$ cat src/rtl/cancel_mem_arbiter.sv
// Read-modify-write sequencer and round-robin arbiter in front of the
// per-client cancelled-orders counter memory, including the post-reset zero sweep.
module cancel_mem_arbiter #(
    parameter int ID_W   = 5,
    parameter int DATA_W = 16
) (
    input  logic              clk,
    input  logic              rst_n,
    input  logic              a_valid,
    output logic              a_ready,
    input  logic [ID_W-1:0]   a_client_id,
    input  logic [DATA_W-1:0] a_amount,
    output logic              a_done,
    input  logic              b_valid,
    output logic              b_ready,
    input  logic [ID_W-1:0]   b_client_id,
    input  logic              b_clear,
    output logic              b_rsp_valid,
    output logic [DATA_W-1:0] b_rsp_data,
    output logic [ID_W-1:0]   mem_addr,
    output logic              mem_wr,
    output logic [DATA_W-1:0] mem_wdata,
    input  logic [DATA_W-1:0] mem_rdata,
    output logic              busy
);

    localparam logic [1:0] S_INIT = 2'd0;
    localparam logic [1:0] S_IDLE = 2'd1;
    localparam logic [1:0] S_RD   = 2'd2;
    localparam logic [1:0] S_MOD  = 2'd3;

    logic [1:0]        state_q, state_d;
    logic [ID_W-1:0]   cnt_q, cnt_d;
    logic              last_b_q, last_b_d;
    logic              port_b_q, port_b_d;
    logic [ID_W-1:0]   id_q, id_d;
    logic [DATA_W-1:0] amt_q, amt_d;
    logic              clr_q, clr_d;
    logic              a_done_q;
    logic              b_rsp_valid_q;
    logic [DATA_W-1:0] b_rsp_data_q;
    logic [DATA_W:0]   sum;
    logic              gnt_a, gnt_b;

    // On a tie, the port not served last time wins.
    assign gnt_a = a_valid & (~b_valid | last_b_q);
    assign gnt_b = b_valid & (~a_valid | ~last_b_q);

    assign a_ready = (state_q == S_IDLE) & gnt_a;
    assign b_ready = (state_q == S_IDLE) & gnt_b;
    assign busy    = (state_q != S_IDLE);

    assign a_done      = a_done_q;
    assign b_rsp_valid = b_rsp_valid_q;
    assign b_rsp_data  = b_rsp_data_q;

    assign sum = {1'b0, mem_rdata} + {1'b0, amt_q};

    always_comb begin
        mem_addr  = '0;
        mem_wr    = 1'b0;
        mem_wdata = '0;
        case (state_q)
            S_INIT: begin
                mem_addr = cnt_q;
                // Suppress the sweep write while reset is held.
                mem_wr   = rst_n;
            end
            S_RD: begin
                mem_addr = id_q;
            end
            S_MOD: begin
                mem_addr = id_q;
                if (!port_b_q) begin
                    mem_wr    = 1'b1;
                    mem_wdata = sum[DATA_W] ? '1 : sum[DATA_W-1:0];
                end else if (clr_q) begin
                    mem_wr = 1'b1;
                end
            end
            default: ;
        endcase
    end

    always_comb begin
        state_d  = state_q;
        cnt_d    = cnt_q;
        last_b_d = last_b_q;
        port_b_d = port_b_q;
        id_d     = id_q;
        amt_d    = amt_q;
        clr_d    = clr_q;
        case (state_q)
            S_INIT: begin
                cnt_d = cnt_q + 1'b1;
                if (cnt_q == '1) state_d = S_IDLE;
            end
            S_IDLE: begin
                if (a_ready | b_ready) begin
                    state_d  = S_RD;
                    port_b_d = b_ready;
                    last_b_d = b_ready;
                    id_d     = b_ready ? b_client_id : a_client_id;
                    amt_d    = a_amount;
                    clr_d    = b_clear;
                end
            end
            S_RD:    state_d = S_MOD;
            default: state_d = S_IDLE;
        endcase
    end

    always_ff @(posedge clk or negedge rst_n) begin
        if (!rst_n) begin
            state_q       <= S_INIT;
            cnt_q         <= '0;
            last_b_q      <= 1'b1;
            port_b_q      <= 1'b0;
            id_q          <= '0;
            amt_q         <= '0;
            clr_q         <= 1'b0;
            a_done_q      <= 1'b0;
            b_rsp_valid_q <= 1'b0;
            b_rsp_data_q  <= '0;
        end else begin
            state_q       <= state_d;
            cnt_q         <= cnt_d;
            last_b_q      <= last_b_d;
            port_b_q      <= port_b_d;
            id_q          <= id_d;
            amt_q         <= amt_d;
            clr_q         <= clr_d;
            a_done_q      <= (state_q == S_MOD) & ~port_b_q;
            b_rsp_valid_q <= (state_q == S_MOD) & port_b_q;
            if ((state_q == S_MOD) && port_b_q) begin
                b_rsp_data_q <= mem_rdata;
            end
        end
    end

endmodule

$ cat config.mk
export PLATFORM = sky130hd
export DESIGN_NAME = cancel_mem_arbiter
export DESIGN_NICKNAME = d
export VERILOG_FILES = /design/src/rtl/cancel_mem_arbiter.sv
export SDC_FILE = /design/constraint.sdc
export NUM_CORES = 1
export LEC_CHECK = 0
export ABC_AREA = 0
export BUFFER_PORTS_ARGS = -buffer_cell sky130_fd_sc_hd__buf_2
export CORE_ASPECT_RATIO = 1.4
export CORE_MARGIN = 2
export CORE_UTILIZATION = 45
export DETAILED_ROUTE_END_ITERATION = 8
export PLACE_DENSITY = 0.7
export SETUP_SLACK_MARGIN = 0.15
export SLEW_MARGIN = 20
export SYNTH_ARGS = -nofsm -noshare
export SYNTH_HDL_FRONTEND = slang
export SYNTH_SLANG_ARGS = --single-unit
$ cat constraint.sdc
create_clock -name clk -period 4.1 [get_ports clk]
set_input_delay 0.205 -clock clk [delete_from_list [all_inputs] [get_ports clk]]
set_output_delay 0.205 -clock clk [all_outputs]
set_load 0.05 [all_outputs]
==> results of run 1 <==
synth_stat cells, drive strengths merged, types with 4 or more instances:
cell type and instances:
a21o 4, o21ai 17, xor2 6, xnor2 8, nand2 22, a21oi 35, mux2i 7, inv 13
a22oi 5, clkbuf 8, dfrtp 48, mux2 35, nor2 10, ha 23
final timing paths:
| path | end | slack, ps | start |
|---|---|---|---|
| setup / recovery | mem_wdata[14] | 840 | amt_q[0] |
| hold / removal | b_rsp_data[9] | 70 | rst_n |
| setup reg to reg | state_q[0] | 2150 | state_q[1] |
| hold reg to reg | id_q[0] | 490 | id_q[0] |
| max in group asynchronous | b_rsp_data[7] | 3590 | rst_n |
| min in group clk | last_b_q | 120 | a_valid |
metrics by stage:
step	cell area [um2]	utilization (%)	std cells
floorplan	2980	-	282
global placement	3470	53.6	436
detailed placement	3470	53.6	436
CTS	3590	55.3	444
global route	3590	55.3	444
finish	3590	55.3	444
state kept, by name, indices dropped and copies added, names as in the netlist:
name,cells
amt_q,16
a_done,1
b_rsp_valid,1
b_rsp_data,16
cnt_q,5
clr_q,1
last_b_q,1
state_q,2
port_b_q,1
id_q,5
kinds of logic (layout without fill, tap and decap cells):
| family | Yosys count | after routing | synth area share (%) |
|---|---|---|---|
| AO/OA/AOI/OAI | 81 | 81 | 17.4 |
| buffers and inverters | 24 | 112 | 3.74 |
| XOR/XNOR | 14 | 14 | 4.12 |
| flip-flops | 49 | 49 | 41.2 |
| adder cells (fa/ha/maj) | 24 | 24 | 10.3 |
| multiplexers | 42 | 42 | 15.6 |
| AND/OR/NAND/NOR | 48 | 48 | 7.53 |
layer usage:
layer  routed length (um)  track usage [%]  vias up
met5                    0                0        -
met4                   97             6.70        0
met2                 3720             34.2       57
met3                  241             3.21        8
met1                 2880             24.0     1170
li1                     -                -     1192
cell type report:
| cell class | instances | area [um2] | area share, % |
|---|---|---|---|
| Multi-Input combinational cell | 209 | 1640 | 45.8 |
| Sequential cell | 49 | 1230 | 34.2 |
| Timing Repair Buffer | 91 | 460 | 12.8 |
| Tap cell | 74 | 92.6 | 2.58 |
| Clock buffer | 7 | 86.3 | 2.41 |
| Inverter | 13 | 48.8 | 1.36 |
| Clock inverter | 1 | 30.0 | 0.837 |
critical path, cell delays in order (launching register included):
cell and delay, ps:
dfrtp_1 390, ha_1 230, fa_1 430, a21oi_2 220, o211ai_2 160, nand3_1 140, o211ai_1 150, o22ai_2 640
a31oi_1 160, buf_2 250
==> out/results.ini, run 1 <==
[outcome]
outcome=complete, no violations

[clock_network]
clkSlewWorstSetupHoldPaths_ps=90
tritoncts=yes
clk_path_buf_depth=2
htreeDepth=2
cts_root_buf=clkbuf_8
ctsResizeCount=0
postCtsHoldBufs=0
cts_buffers=5
post_cts.repair.setup_buffers=0
clk-insertion-delay-late_ps=300
cts_sinks=49

[synth]
synthDistinctLibCells=47
synth_top_flop_cell=dfrtp_1
syn-mean-instance-area_um2=10.6
ys_seq_area_share_pct=41.2
syn_nets=353
synth_enable_flop_cells=0
ys_seq_elements=49
yosys-top-cells-area=dfrtp_1, mux2_2, ha_1, a21oi_1, nand2_1
netlist.top_cell.by_area=dfrtp_1
async_flop_share_pct=100
syn_inst=282
ys_warn_count=0
syn_area_mm2=0.00298
yosysTopAreaCellShare_pct=40.4

[grt]
grt.total_usage_pct=19.5
gr-total-overflow=0
grt_pass1_vias=2448
grt_first_pass_wirelength_mm=11.1
grt_max_degree=50
antenna_found_initial=0

[critical_path]
worst-setup-path-type=reg2out
reg2regPathDepth=6
crit_path_max_fanout=16
end_kind=output pin
cp-start-kind=flop
cp.arrival_ps=3050
cp.required_ps=3890

[timing]
grt_setup_unrepaired=false
min_period_ps=3260
fin_worst_skew_ps=12.1
slew-limit-headroom_pct=42.6
drv_slew=0
fin_worst_hold_slack_ps=72.0
clock.fmax_ghz=0.307
setup_viol=0
worst_slew_pin_slew_ps=859
setup_slack_ps=841
fin_crit_sh_pct=79.5
hold_viol_final=0
tns_ps=0

[placed_design]
hpwl_mm=5.21
place.gp.congestion=0.890
port_buffers=89
pre_cts_ws_ps=1200

[layout]
area_growth_pct=20.5
layout_common_cells=buf_2, dfrtp_1, mux2_2, a21oi_1, ha_1
final_common_cell=buf_2
fillers=612
antennaDiodeCount=0
drive_above_1_share_pct=39.2
layout.nets=440

[floorplan]
start_util_pct=45.9
core_area_mm2=0.00648
num_rows=35
chipHeight_um=100
die-area_mm2=0.00729
io_pins=90
chipWidth_um=72.7

[worst_hold_path]
hold_class=in2async

[detailed_routing]
vias_per_cell=5.47
drtIter0Drc=70
wl_per_cell_um=15.6
drt-total-wl_mm=6.95
drc=0
firstDrtPassIters=4
vias=2427
final_antenna_net_count=0

[flow_run]
max_cap_violations=0

Power of run 1 is not shown: default switching activity piles up to over one toggle a cycle in this logic, so the estimate is an artifact.
==> run 2, diff against run 1 <==
- ABC_AREA: 0 -> 1
- PLACE_DENSITY: 0.7 -> 0.69
- clock period: 4.1 -> 3 ns (I/O delays scaled with it)
==> run 2 against run 1 <==
Against the previous run:
- register-to-register slack lost 1100 ps
- synthesized cell count grew 55%
- non-clock buffer count grew 2
- worst hold slack lost 71 ps
- area after synthesis grew 11%
- wire length grew 13%
- via count grew 22%
- setup slack lost 430 ps
- critical path type unchanged
- sequential share of layout area shrank 3.0 points
- die area grew 10%
- count of clock-buffer cells in the layout shrank 2
- largest cell class unchanged
- highest routed layer unchanged
- global-route usage grew 0.81 points
==> out/results.ini, run 2 <==
[synth]
ys_seq_elements=49
ys_warn_count=0
syn_nets=509
ys_seq_area_share_pct=37.2
synth.most_common_cell=nand2_1
syn-mean-instance-area_um2=7.54
synthDistinctLibCells=37
synth_top_flop_cell=dfrtp_1
synth_commonest_cells=nand2_1, inv_1, dfrtp_1
yosysTopAreaCellShare_pct=36.4
netlist.top_cell.by_area=dfrtp_1
syn_inst=438
async_flop_share_pct=100
syn_area_mm2=0.00330
yosys-top-cells-area=dfrtp_1, nand2_1, ha_1, inv_1, mux2_2
synth_enable_flop_cells=0

[grt]
grt.total_usage_pct=20.3
antenna_found_initial=0
grt_first_pass_wirelength_mm=13.2
grt_pass1_vias=2957
gr-total-overflow=0
grt_max_degree=50

[placed_design]
placed_area_mm2=0.00385
port_buffers=89
hpwl_mm=6.40
dpl.cell_count=617
place.gp.congestion=0.871

[clock_network]
clk-insertion-delay-late_ps=320
tritoncts=yes
postCtsHoldBufs=0
ctsResizeCount=0
cts_buffers=5
clk_path_buf_depth=2
cts_root_buf=clkbuf_8
cts_sinks=49
clkSlewWorstSetupHoldPaths_ps=100
htreeDepth=2
post_cts.repair.setup_buffers=0

[detailed_routing]
routed-wl-met2_mm=4.12
final_antenna_net_count=0
wl_met3_um=365
vias=2969
drtIter0Drc=111
drt-total-wl_mm=7.85
wl_per_cell_um=12.6
met1_length_mm=3.26
drc=0
firstDrtPassIters=4
dr.max_layer_used=met4
vias_per_cell=4.75

[critical_path]
reg2reg_to=amt_q[9]
worstPathCellList=ha_1 > fa_1 > nand2_1 > a21oi_4 > nand2_2 > nand2_4 > a21oi_4 > buf_4 > nand2_1 > nor2_1 > nor2_1 > buf_2
cp-start-kind=flop
crit_path_max_fanout=12
crit_slowest_cell=dfrtp_1
cp.arrival_ps=2440
ff2ff_setup_slack_ps=1060
crit_family=adder cells
setup.worst_path.start=amt_q[0]
worst-setup-path-type=reg2out
rr_startpoint=state_q[1]
end_kind=output pin
reg2regPathDepth=6
cpPeakStageDelay_ps=400
cp.required_ps=2850
cp.buffers_inverters=2
crit_end=mem_wdata[10]
timing.critical_path.depth=12

[timing]
tns_ps=0
hold_viol_final=0
worst_slew_pin_slew_ps=607
fin_worst_skew_ps=10.2
drv_slew=0
slew-limit-headroom_pct=59.6
setup_viol=0
clock.fmax_ghz=0.386
min_period_ps=2590
fin_crit_sh_pct=86.4
grt_setup_unrepaired=false

[layout]
drive_above_1_share_pct=27.4
fillers=713
layout_common_cells=nand2_1, buf_2, inv_1, dfrtp_1, ha_1
area_growth_pct=19.3
final_common_cell=nand2_1
antennaDiodeCount=0
fin_area_mm2=0.00394
layout.nets=600
layoutNonFillerInstCount=625
final_util_pct=56.0

[floorplan]
start_util_pct=47.0
num_rows=36
chipHeight_um=105
core_area_mm2=0.00703
io_pins=90
die-area_mm2=0.00805
chipWidth_um=76.4

[worst_hold_path]
hold_class=in2async

[pwr]
ir_worst_vdd_v=0.00111
powerDensity_mw_per_mm2=1300
p_leak_nw=2.34

[outcome]
outcome=complete, no violations

[flow_run]
max_cap_violations=0

[run 2: cell types whose count changed in the layout (fill, tap and decap cells not counted), moves of 5 or more]
cell     delta
mux2i_1     -7
nand2_2     +7
mux2_2     -20
nor2_1     +10
nand3_1     +7
o21ai_0     -7
nand3_2     +5
a21oi_1    -18
inv_1      +56
nand2_1   +143
a22oi_1     -5
[run 2: final cells by class]
cell class	count	area, um2	share of cell area (%)
multi-input cells	307	1750	44.5
flip-flops and latches	49	1230	31.2
repair buffers	93	475	12.1
inverters	73	274	6.96
well taps	95	119	3.02
clock buffers	5	68.8	1.75
clock inverters	3	22.5	0.572
[run 2: how the worst min path moves through the flow]
stage | from | endpoint | cells past startpoint
after CTS | rst_n | b_rsp_data[7] | 2
after floorplan | rst_n | a_done | 0
after detailed placement | rst_n | b_rsp_data[10] | 2
after global routing | a_amount[14] | amt_q[14] | 2
after global placement | rst_n | b_rsp_data[12] | 2
final | rst_n | b_rsp_data[7] | 2
[run 2: cells by family (layout without fill, tap and decap cells)]
group,count (synthesis),in the layout,share of synthesized area (%)
xor gates and xnor gates,9,9,2.39
and+or+nand+nor,221,221,28.6
muxes,17,17,5.80
adders and majority gates,24,24,9.33
buffers and inverters,82,174,9.78
DFF,49,49,37.2
AOI/OAI and AO/OA,36,36,6.94
[run 2: through the flow]
stage	worst slack [ps]	power [mW]	hold WS, ps
2_1_floorplan	658	3.99	-146
3_3_place_gp	815	4.68	367
6_report	409	5.10	1.34
5_1_grt	203	5.55	49.9
4_1_cts	382	5.15	27.7
3_5_place_dp	749	4.74	374
[run 2: metal layers]
layer  up-vias  track usage [%]
met3        11             3.85
met1      1361             23.1
met4         0             6.75
met5         -                0
met2        68             37.9
li1       1529                -
[run 2: report_power, final]
group / internal [mW] / switching (mW)
logic: 1.07 / 2.45
clock network: 0.164 / 0.236
registers: 0.991 / 0.196
total: 2.22 / 2.88
Power figures use the tool's default switching activity.
==> run 3, diff against run 2 <==
- RECOVER_POWER: unset -> 50
==> run 3 against run 2 <==
Against the previous run:
- worst hold slack improved by 55 ps
- critical path depth stayed put
- clock skew hardly changed
- wire length is essentially flat
- first-iteration DRC count rose by 6.3%
- final area is 0.60% lower
- non-clock buffer count did not move
- setup slack hardly changed
- via count down 0.24%
- cell count unchanged
- fmax about the same
==> out/results.ini, run 3 (synthesized netlist as in run 2, its figures left out) <==
[outcome]
outcome=complete, no violations

[clock_network]
cts_sinks=49
clk_path_buf_depth=2
tritoncts=yes
htreeDepth=2
clkSlewWorstSetupHoldPaths_ps=100
cts_root_buf=clkbuf_8
cts_buffers=5
ctsResizeCount=0
postCtsHoldBufs=0
post_cts.repair.setup_buffers=0
clk-insertion-delay-late_ps=320

[grt]
grt_max_degree=50
antenna_found_initial=0
grt.total_usage_pct=20.3
grt_first_pass_wirelength_mm=13.2
grt_pass1_vias=2957
gr-total-overflow=0

[timing]
grt_setup_unrepaired=false
setup_slack_ps=409
setup_viol=0
hold_viol_final=0
slew-limit-headroom_pct=57.5
drv_slew=0
clock.fmax_ghz=0.386
fin_worst_hold_slack_ps=56.0
worst_slew_pin_slew_ps=641
min_period_ps=2590
fin_crit_sh_pct=86.4
fin_worst_skew_ps=9.88
tns_ps=0

[floorplan]
chipHeight_um=105
core_area_mm2=0.00703
io_pins=90
num_rows=36
chipWidth_um=76.4
start_util_pct=47.0
die-area_mm2=0.00805

[worst_hold_path]
min_from=mem_rdata[6]
min_to=b_rsp_data[6]
hold_class=in2reg
hold_depth=3

[layout]
fin_area_mm2=0.00391
layout_common_cells=nand2_1, buf_2, inv_1, dfrtp_1, ha_1
register_area_mm2=0.00123
fillers=723
drive_above_1_share_pct=23.8
multi_input_area_mm2=0.00175
layout.nets=600
area_growth_pct=18.6
final_common_cell=nand2_1
antennaDiodeCount=0

[critical_path]
crit_path_max_fanout=12
cp.buffers_inverters=2
cp.arrival_ps=2440
setup.worst_path.start=amt_q[0]
cp.required_ps=2850
reg2regPathDepth=6
ff2ff_setup_slack_ps=1060
crit_family=adder cells
worst-setup-path-type=reg2out
worstPathCellList=ha_1 > fa_1 > nand2_1 > a21oi_4 > nand2_2 > nand2_4 > a21oi_4 > buf_4 > nand2_1 > nor2_1 > nor2_1 > buf_2
rr_startpoint=state_q[1]
cpPeakStageDelay_ps=400
end_kind=output pin
reg2reg_to=amt_q[9]
cp-start-kind=flop
crit_slowest_cell=dfrtp_1

[flow_run]
max_cap_violations=0

[detailed_routing]
drtIter0Drc=118
final_antenna_net_count=0
vias_per_cell=4.74
wl_per_cell_um=12.6
drc=0
drt-total-wl_mm=7.86
firstDrtPassIters=4
vias=2962

[placed_design]
place.gp.congestion=0.871
hpwl_mm=6.40
pre_cts_ws_ps=749
port_buffers=89
placed_area_mm2=0.00385

[run 3: tightest hold or removal path, cell delays in order]
cell	delay, ps
buf_2	100
nand2_1	50
nand2_1	40
[run 3: stage by stage]
step	util (%)	cells
floorplan	-	438
global placement	54.7	617
detailed placement	54.7	617
CTS	56.0	625
global route	55.7	625
finish	55.7	625
[run 3: cell type report]
type                            count  area share [%]
Clock buffer                        5            1.76
Clock inverter                      3           0.575
Sequential cell                    49            31.4
Tap cell                           95            3.04
Timing Repair Buffer               93            11.5
Inverter                           73            7.00
Multi-Input combinational cell    307            44.7
[run 3: worst max-delay path by stage]
stage	endpoint	depth (start not counted)
floorplan	mem_wdata[6]	8
global placement	mem_wdata[10]	12
global route	mem_wdata[9]	12
finish	mem_wdata[10]	12
CTS	mem_wdata[10]	12
detailed placement	mem_wdata[10]	12
[run 3: metal layers]
| metal | track usage, % | vias to the layer above | share of wire (%) |
|---|---|---|---|
| met5 | 0 | - | 0 |
| met3 | 3.85 | 11 | 4.1 |
| met4 | 6.75 | 0 | 1.7 |
| li1 | - | 1530 | - |
| met2 | 37.9 | 62 | 52 |
| met1 | 23.1 | 1359 | 42 |
Power of run 3 is left out for the same reason.
